`config.mk`:
```
export PLATFORM = sky130hd
export DESIGN_NAME = regfile_scoreboard
export DESIGN_NICKNAME = d
export VERILOG_FILES = /design/src/rtl/riscv_pkg.sv /design/src/rtl/sb_counter.sv /design/src/rtl/regfile_scoreboard.sv
export SDC_FILE = /design/constraint.sdc
export NUM_CORES = 2
export LEC_CHECK = 0
export CORE_AREA = 3 3 606 307
export DETAILED_ROUTE_END_ITERATION = 10
export DIE_AREA = 0 0 609 310
export PLACE_DENSITY = 0.52
export SLEW_MARGIN = 40
export SYNTH_ARGS = -nofsm -noshare
export SYNTH_HDL_FRONTEND = slang
export SYNTH_SLANG_ARGS = --single-unit
```
`constraint.sdc`:
```
create_clock -name clk -period 76.5 [get_ports clk]
set_clock_uncertainty 0.15 [all_clocks]
set_input_delay 15.3 -clock clk [delete_from_list [all_inputs] [get_ports clk]]
set_output_delay 15.3 -clock clk [all_outputs]
set_load 0.02 [all_outputs]
```
`src/rtl/riscv_pkg.sv`:
```
// Shared constants and small types for the integer register file and its
// pending-write scoreboard.
//   XLEN       : data width of one architectural register
//   REG_IDX_W  : register index width (5 -> 32 registers)
//   NUM_REGS   : number of architectural registers
//   CNT_W      : width of one pending-write counter
//   REG_ZERO   : x0, hard-wired zero
//   REG_RA     : x1, return-address register mirrored on x1_value
package riscv_pkg;

  localparam int XLEN      = 32;
  localparam int REG_IDX_W = 5;
  localparam int NUM_REGS  = 1 << REG_IDX_W;
  localparam int CNT_W     = 2;

  localparam logic [REG_IDX_W-1:0] REG_ZERO = 5'd0;
  localparam logic [REG_IDX_W-1:0] REG_RA   = 5'd1;

  typedef logic [CNT_W-1:0]     cnt_t;
  typedef logic [REG_IDX_W-1:0] reg_idx_t;

endpackage

```
`src/rtl/sb_counter.sv`:
```
// One pending-write counter of the scoreboard: saturating up/down counter.
// Ports:
//   clk, reset : clock (rising edge), asynchronous active-high reset
//   inc, dec   : issue / retire event for this register this cycle
//   cnt        : current pending count
//   busy       : registered (next count != 0)
//   ovf        : pulse, an increment hit the saturated maximum this cycle
//   unf        : pulse, a decrement found the counter already at zero
module sb_counter
  import riscv_pkg::*;
(
  input  logic             clk,
  input  logic             reset,
  input  logic             inc,
  input  logic             dec,
  output logic [CNT_W-1:0] cnt,
  output logic             busy,
  output logic             ovf,
  output logic             unf
);

  logic [CNT_W-1:0] cnt_next;

  // Simultaneous issue and retire cancel out and never raise a flag.
  always_comb begin
    cnt_next = cnt;
    ovf      = 1'b0;
    unf      = 1'b0;
    if (inc && !dec) begin
      if (cnt == '1) ovf      = 1'b1;
      else           cnt_next = cnt + 1'b1;
    end else if (dec && !inc) begin
      if (cnt == '0) unf      = 1'b1;
      else           cnt_next = cnt - 1'b1;
    end
  end

  always_ff @(posedge clk or posedge reset) begin
    if (reset) begin
      cnt  <= '0;
      busy <= 1'b0;
    end else begin
      cnt  <= cnt_next;
      busy <= (cnt_next != '0);
    end
  end

endmodule

```
`src/rtl/regfile_scoreboard.sv`:
```
// Architectural integer register file (32 x XLEN) with a per-register
// pending-write scoreboard that raises an ID-stage RAW stall.
// Optional feature macro: REGFILE_WB_BYPASS_EN
//   defined   : write-first reads and stall release in the retire cycle
//   undefined : reads see stored values only, stall releases after retire
// Ports:
//   clk, reset                          : clock, asynchronous active-high reset
//   wb_regwrite, wb_rd, wb_write_data   : write-back port (also retires a write)
//   id_rs1, id_rs2, id_rs1_used/_used   : ID source operands
//   id_issue, id_issue_we, id_issue_rd  : instruction leaving ID, its rd
//   rs1_data, rs2_data                  : combinational read data
//   id_stall                            : combinational RAW hazard
//   busy_mask                           : registered per-register pending flag
//   x1_value                            : registered mirror of x1
//   sb_overflow, sb_underflow           : sticky scoreboard error flags
module regfile_scoreboard
  import riscv_pkg::*;
(
  input  logic                 clk,
  input  logic                 reset,
  input  logic                 wb_regwrite,
  input  logic [REG_IDX_W-1:0] wb_rd,
  input  logic [XLEN-1:0]      wb_write_data,
  input  logic [REG_IDX_W-1:0] id_rs1,
  input  logic [REG_IDX_W-1:0] id_rs2,
  input  logic                 id_rs1_used,
  input  logic                 id_rs2_used,
  input  logic                 id_issue,
  input  logic                 id_issue_we,
  input  logic [REG_IDX_W-1:0] id_issue_rd,
  output logic [XLEN-1:0]      rs1_data,
  output logic [XLEN-1:0]      rs2_data,
  output logic                 id_stall,
  output logic [NUM_REGS-1:0]  busy_mask,
  output logic [XLEN-1:0]      x1_value,
  output logic                 sb_overflow,
  output logic                 sb_underflow
);

  logic [XLEN-1:0]     regs [NUM_REGS];
  logic                wb_we;
  logic                issue_we;
  logic [NUM_REGS-1:0] inc;
  logic [NUM_REGS-1:0] dec;
  logic [NUM_REGS-1:0] ovf;
  logic [NUM_REGS-1:0] unf;
  logic [NUM_REGS-1:0] eff_busy;

  assign wb_we    = wb_regwrite && (wb_rd != REG_ZERO);
  assign issue_we = id_issue && id_issue_we && (id_issue_rd != REG_ZERO);

  // x0 has no counter: it is never pending and never stalls.
  assign inc[0]       = 1'b0;
  assign dec[0]       = 1'b0;
  assign ovf[0]       = 1'b0;
  assign unf[0]       = 1'b0;
  assign eff_busy[0]  = 1'b0;
  assign busy_mask[0] = 1'b0;

  for (genvar gi = 1; gi < NUM_REGS; gi++) begin : g_sb
    cnt_t cnt;

    assign inc[gi] = issue_we && (id_issue_rd == REG_IDX_W'(gi));
    assign dec[gi] = wb_we && (wb_rd == REG_IDX_W'(gi));

    sb_counter u_cnt (
      .clk   (clk),
      .reset (reset),
      .inc   (inc[gi]),
      .dec   (dec[gi]),
      .cnt   (cnt),
      .busy  (busy_mask[gi]),
      .ovf   (ovf[gi]),
      .unf   (unf[gi])
    );

`ifdef REGFILE_WB_BYPASS_EN
    // cnt - dec, clamped at zero: a retire into an idle counter is an
    // underflow error, not a pending write, so it must not stall.
    assign eff_busy[gi] = (cnt != '0) && !(dec[gi] && (cnt == cnt_t'(1)));
`else
    assign eff_busy[gi] = (cnt != '0);
`endif
  end

  always_comb begin
    rs1_data = '0;
    if (id_rs1 != REG_ZERO) begin
      rs1_data = regs[id_rs1];
`ifdef REGFILE_WB_BYPASS_EN
      if (wb_regwrite && (wb_rd == id_rs1)) rs1_data = wb_write_data;
`endif
    end
  end

  always_comb begin
    rs2_data = '0;
    if (id_rs2 != REG_ZERO) begin
      rs2_data = regs[id_rs2];
`ifdef REGFILE_WB_BYPASS_EN
      if (wb_regwrite && (wb_rd == id_rs2)) rs2_data = wb_write_data;
`endif
    end
  end

  assign id_stall = (id_rs1_used && eff_busy[id_rs1]) ||
                    (id_rs2_used && eff_busy[id_rs2]);

  // regs[0] is cleared on reset and never written, so x0 reads as zero
  // even before the read mux forces it.
  always_ff @(posedge clk or posedge reset) begin
    if (reset) begin
      for (int i = 0; i < NUM_REGS; i++) regs[i] <= '0;
      x1_value <= '0;
    end else if (wb_we) begin
      regs[wb_rd] <= wb_write_data;
      if (wb_rd == REG_RA) x1_value <= wb_write_data;
    end
  end

  always_ff @(posedge clk or posedge reset) begin
    if (reset) begin
      sb_overflow  <= 1'b0;
      sb_underflow <= 1'b0;
    end else begin
      sb_overflow  <= sb_overflow  | (|ovf);
      sb_underflow <= sb_underflow | (|unf);
    end
  end

endmodule

```
; ---- After elaboration in Yosys (flattened, before gate mapping)
; Index checks and enable logic that the tools add are counted.
[word_totals]
elab_cells = 850
ff_bits = 1151
[op_classes]
n_eq_ne = 93
reduce_logical = 293
addsub = 62
n_lt_le_gt_ge = 6
n_bitwise = 5
n_mux = 294
[op_table]
columns = operator, n
row1 = 1024-bit bitwise mux, 1
row2 = 32-bit binary-select mux with 5-bit select, 2
row3 = 2-bit two-way mux, 124
row4 = 32-bit two-way mux, 7
row5 = 32-bit demux with 5-bit select, 1
row6 = "5-bit equality test, second input constant", 32
row7 = 1-bit two-way mux, 157
row8 = 1-bit logical AND, 130
row9 = 2-bit nonzero test, 62
row10 = "5-bit by 4-bit equality test with 1-bit output, second input constant", 16
row11 = "2-bit by 1-bit adder with 2-bit output, second input constant", 31
row12 = "2-bit equality test, second input constant", 31
row13 = 1-bit zero test, 62
row14 = 2-bit zero test, 31
row15 = 31-bit OR reduction, 2
row16 = "2-bit by 1-bit subtractor with 2-bit output, second input constant", 31
row17 = "5-bit by 3-bit equality test with 1-bit output, second input constant", 8
row18 = "5-bit by 2-bit equality test with 1-bit output, second input constant", 4
row19 = 5-bit nonzero test, 4
row20 = "6-bit >= comparator, second input constant", 3
row21 = 5-bit inverter with 6-bit output, 3
row22 = "5-bit by 6-bit less-than comparator with 1-bit output, second input constant", 2
row23 = 1-bit binary-select mux with 5-bit select, 2
row24 = "5-bit by 1-bit equality test with 1-bit output, second input constant", 2
row25 = other kinds (4), 5

; ---- Logic depth before layout (Yosys ltp)
[depth]
word_depth = 9
ltp_mapped = 8
ltp_nobuf = 5

; ---- Hierarchy
; A second synthesis with hierarchy kept.
[unflattened]
cells_unflattened = 4360
hier_area_um2 = 61347.6
[modules_own_cells]
columns = module, cells_per_inst, area_each_um2, n_inst
row1 = regfile_scoreboard, 3802, 56421.6, 1
row2 = sb_counter, 18, 158.9, 31

; ---- Worst setup path after synthesis
; No wires, ideal clock.
[synth_path]
path_kind = input-to-output
startpoint = input id_rs1[0]
endpoint = output rs1_data[28]
t_arrival_ns = 17.222
path_buffers = 3
t_required_ns = 61.050
path_stages = 7
slack_ns = 43.828
cell_sequence = clkbuf_1 -> clkbuf_1 -> buf_1 -> mux4_2 -> mux4_2 -> nand2_1 -> o21ai_1
[synth_between]
elab_chain_cells = 5
word_cells_on_any_way = 6
classes_between = 4 x mux / 1 x bitwise / 1 x reduce/logical
[synth_lines]
columns = element, line
row1 = start: declaration, regfile_scoreboard.sv:24  ; input logic [REG_IDX_W-1:0] id_rs1,
row2 = 5-bit inverter with 6-bit output (not written as such), regfile_scoreboard.sv:89  ; rs1_data = regs[id_rs1];
row3 = 32-bit binary-select mux with 5-bit select, regfile_scoreboard.sv:89
row4 = 32-bit two-way mux (not written as such) (2 in series), regfile_scoreboard.sv:89
row5 = 32-bit two-way mux (*), regfile_scoreboard.sv:88  ; if (id_rs1 != REG_ZERO) begin
row6 = end: declaration, regfile_scoreboard.sv:31  ; output logic [XLEN-1:0] rs1_data,
; Every way passes the cells marked *; elsewhere a longest branch is shown, timed or not. The select of a mux whose other input is x is not followed.

; ---- Final worst setup path
[layout_path]
startpoint = input id_rs2[0]
endpoint = output rs2_data[5]
[layout_between]
elab_chain_cells = 5
word_cells_on_any_way = 6
classes_between = 4 x mux / 1 x bitwise / 1 x reduce/logical
[layout_lines]
columns = element, line
row1 = start: declaration, regfile_scoreboard.sv:25  ; input logic [REG_IDX_W-1:0] id_rs2,
row2 = 5-bit inverter with 6-bit output (not written as such), regfile_scoreboard.sv:99  ; rs2_data = regs[id_rs2];
row3 = 32-bit binary-select mux with 5-bit select, regfile_scoreboard.sv:99
row4 = 32-bit two-way mux (not written as such) (2 in series), regfile_scoreboard.sv:99
row5 = 32-bit two-way mux (*), regfile_scoreboard.sv:98  ; if (id_rs2 != REG_ZERO) begin
row6 = end: declaration, regfile_scoreboard.sv:32  ; output logic [XLEN-1:0] rs2_data,
; Marked as above.

==> impl_metrics.yaml <==
status:
  outcome: "finished, final reports clean"
critical_path:
  critPathMaxFanout: 52
  crit_path_start_kind: "input port"
  r2r-start: "g_sb[6].u_cnt.cnt[0]"
  r2r_slack_ps: 74330
  ff2ff_path_depth: 5
  timing.rr.end: "sb_underflow"
  cp.required_ps: 61050
  cp.arrival_ps: 19300
  worst_setup_path_end_kind: "primary output"
  crit_type: "input port to primary output"
layout:
  drive_gt1_share_pct: 48.33
  fin_area_um2: 69740
  nets: 4163
  area_delta_synth_final_pct: 13.49
global_route:
  grtUsageTotal_pct: 20.61
  grt_overflow: 0
  antenna_found_initial: 7
  grt_pass1_vias: 40200
  grt_first_pass_wirelength_um: 288000
  grt_max_degree: 118
place:
  port_buffers: 188
  gp_congestion: 0.8944
  hpwlAfterDp_um: 111200
  postPlaceCellArea_um2: 65590
clocking:
  ctsHoldBuffers: 0
  clk_latency_ps: 760
  cts.sinks: 1151
  htreeDepth: 3
  cts_buffer_depth: 3
  ctsResizeCount: 0
  postCtsSetupBuffers: 0
  clkSlewWorstSetupHoldPaths_ps: 60
  cts_tree: "yes"
  numCtsBuffers: 120
  ctsRootBufferMaster: "clkbuf_16"
yosys:
  synthesis.instances: 4158
  postSynthAreaPerCell_um2: 14.78
  ys.flop_type: "dfrtp_1"
  synth_largest_area_cell: "dfrtp_1"
  async_flop_share_pct: 100.0
  synth.area.top_cells: "dfrtp_1 47%, mux4_2 24%, mux2_2 18%, nand2_1 1.6%, clkbuf_1 1.5%"
  synth_seq_cells: 1151
  yosys_warnings: 0
  yosysSeqAreaShare_pct: 46.87
  synth_cell_types: 81
  synth-edff-count: 0
  synthesis.area_um2: 61450
  syn-num-nets: 4217
  yosys.area.top_type_share_pct: 46.87
floorplanning:
  die_x_um: 609
  die_h_um: 310
  start_util_pct: 34.08
  top_level_ports: 190
  fp.coreArea_um2: 180300
  dieArea_um2: 188800
  num_rows: 110
min_path:
  min_path_cells: 0
  hp-class: "flop to flop"
  hold_end: "regs[1001]"
  hp-start: "regs[1001]"
timing:
  drv_slew: 0
  tightestPinTransition_ps: 890.7
  rsz0062_at_grt: "false"
  fmax_mhz: 28.78
  setup_viol: 0
  fin_crit_sh_pct: 45.43
  slew_headroom_pct: 40.62
  final.min_clock_period_ps: 34750
  report.final.hold_viol_count: 0
  fin_setup_tns_ps: 0
pwr:
  power.share.clock_pct: 33.2
  swShare_pct: 28.26
  leakagePower_nw: 29.16
  p_int_mw: 1.321
  combPwrFrac_pct: 22.6
  ir_worst_vdd_mv: 0.01891
  p_per_area_nw_per_um2: 26.40
  net-switching-power_mw: 0.5203
  p_seq_share_pct: 44.2
detailed_routing:
  drc: 0
  vias: 38750
  vias_per_cell: 5.852
  wirelength_um: 195700
  drtIter0Drc: 3229
  wl_per_cell_um: 29.55
  ant_nets: 0
  firstDrtPassIters: 5
run:
  drv_cap: 0
flip-flops by register name (all words and copies together), names as in the netlist:
register         count
sb_underflow         1
x1_value            32
sb_overflow          1
g_sb.u_cnt.busy     31
regs              1024
g_sb.u_cnt.cnt      62
power groups by stage:
stage               Clock [mW]  Combinational (mW)  Sequential (mW)
detailed placement           0               0.419            0.821
global placement             0               0.411            0.813
finish                   0.611               0.417            0.813
floorplan                    0               0.313            0.798
CTS                      0.626               0.421            0.810
global route             0.651               0.445            0.828
worst max path at each step:
stage          slack (ps)             endpoint       from
6_report            41750          rs2_data[5]  id_rs2[0]
5_1_grt             41400          rs2_data[5]  id_rs2[0]
4_1_cts             41390          rs2_data[5]  id_rs2[0]
3_5_place_dp        41390          rs2_data[9]  id_rs2[0]
3_3_place_gp        41350         rs1_data[17]  id_rs1[1]
2_1_floorplan       28630  g_sb[10].u_cnt.busy      reset
kinds of logic after synthesis:
logic type,after synthesis,synth area share (%)
multiplexers,1614,41.48
XOR/XNOR,2,0.02851
AND/OR/NAND/NOR,510,4.082
flip-flops,1151,46.87
other,1,0.006102
buffers and inverters,569,3.921
AO/OA/AOI/OAI,311,3.610
layer usage:
metal / track usage (%) / part of all wire [%] / wire length [um]
met1: 28.45 / 44 / 85760
met2: 34.10 / 48 / 94280
met3: 3.168 / 5.4 / 10660
met4: 5.448 / 2.6 / 4992
met5: 0 / 0 / 0
metrics by stage:
| step | std cells | setup WS, ps | power (mW) | hold WS, ps | utilization (%) |
|---|---|---|---|---|---|
| floorplan | 4158 | 28630 | 1.111 | 291.3 | - |
| global placement | 6375 | 41350 | 1.223 | 226.6 | 36.17 |
| detailed placement | 6390 | 41390 | 1.240 | 233.0 | 36.38 |
| CTS | 6617 | 41390 | 1.856 | 246.9 | 38.66 |
| global route | 6621 | 41400 | 1.924 | 259.1 | 38.68 |
| finish | 6622 | 41750 | 1.841 | 243.9 | 38.68 |
cell type report:
class                      count  area, um2
timing repair buffer         289       2959
sequential                  1151      28800
inverter                     104      407.9
antenna                        5      12.51
multi-input combinational   2438      30430
clock buffer                 179       3588
fill                       16720     110600
tap                         2408       3013
clock inverter                48      525.5
critical path: stages:
cell	delay, ps
buf_8	450
buf_12	300
buf_16	370
buf_16	320
buf_6	530
mux4_2	580
mux4_2	480
inv_1	120
o21ai_1	110
clkdlybuf4s50_1	580
cells in the mapped netlist, drive strengths merged (24+ instances only):
master and number:
or2 36, o21ai 113, buf 218, nand2 257
a21oi 30, clkbuf 247, dfrtp 1151, inv 103
nor2 84, a211oi 36, nor3 24, o211ai 27
mux4 650, mux2 963
layout by cell type (no fill, tap or decap), types with 31 or more instances in the layout:
cell type / count
inv_1: 101
or2_1: 31
clkdlybuf4s50_1: 148
dfrtp_1: 1151
o21ai_1: 66
mux2_2: 963
buf_2: 33
nand2_1: 238
mux4_2: 650
clkbuf_16: 123
buf_6: 45
o21ai_0: 47
nor2_1: 70
buf_4: 42
(Power assumes the default switching activity.)
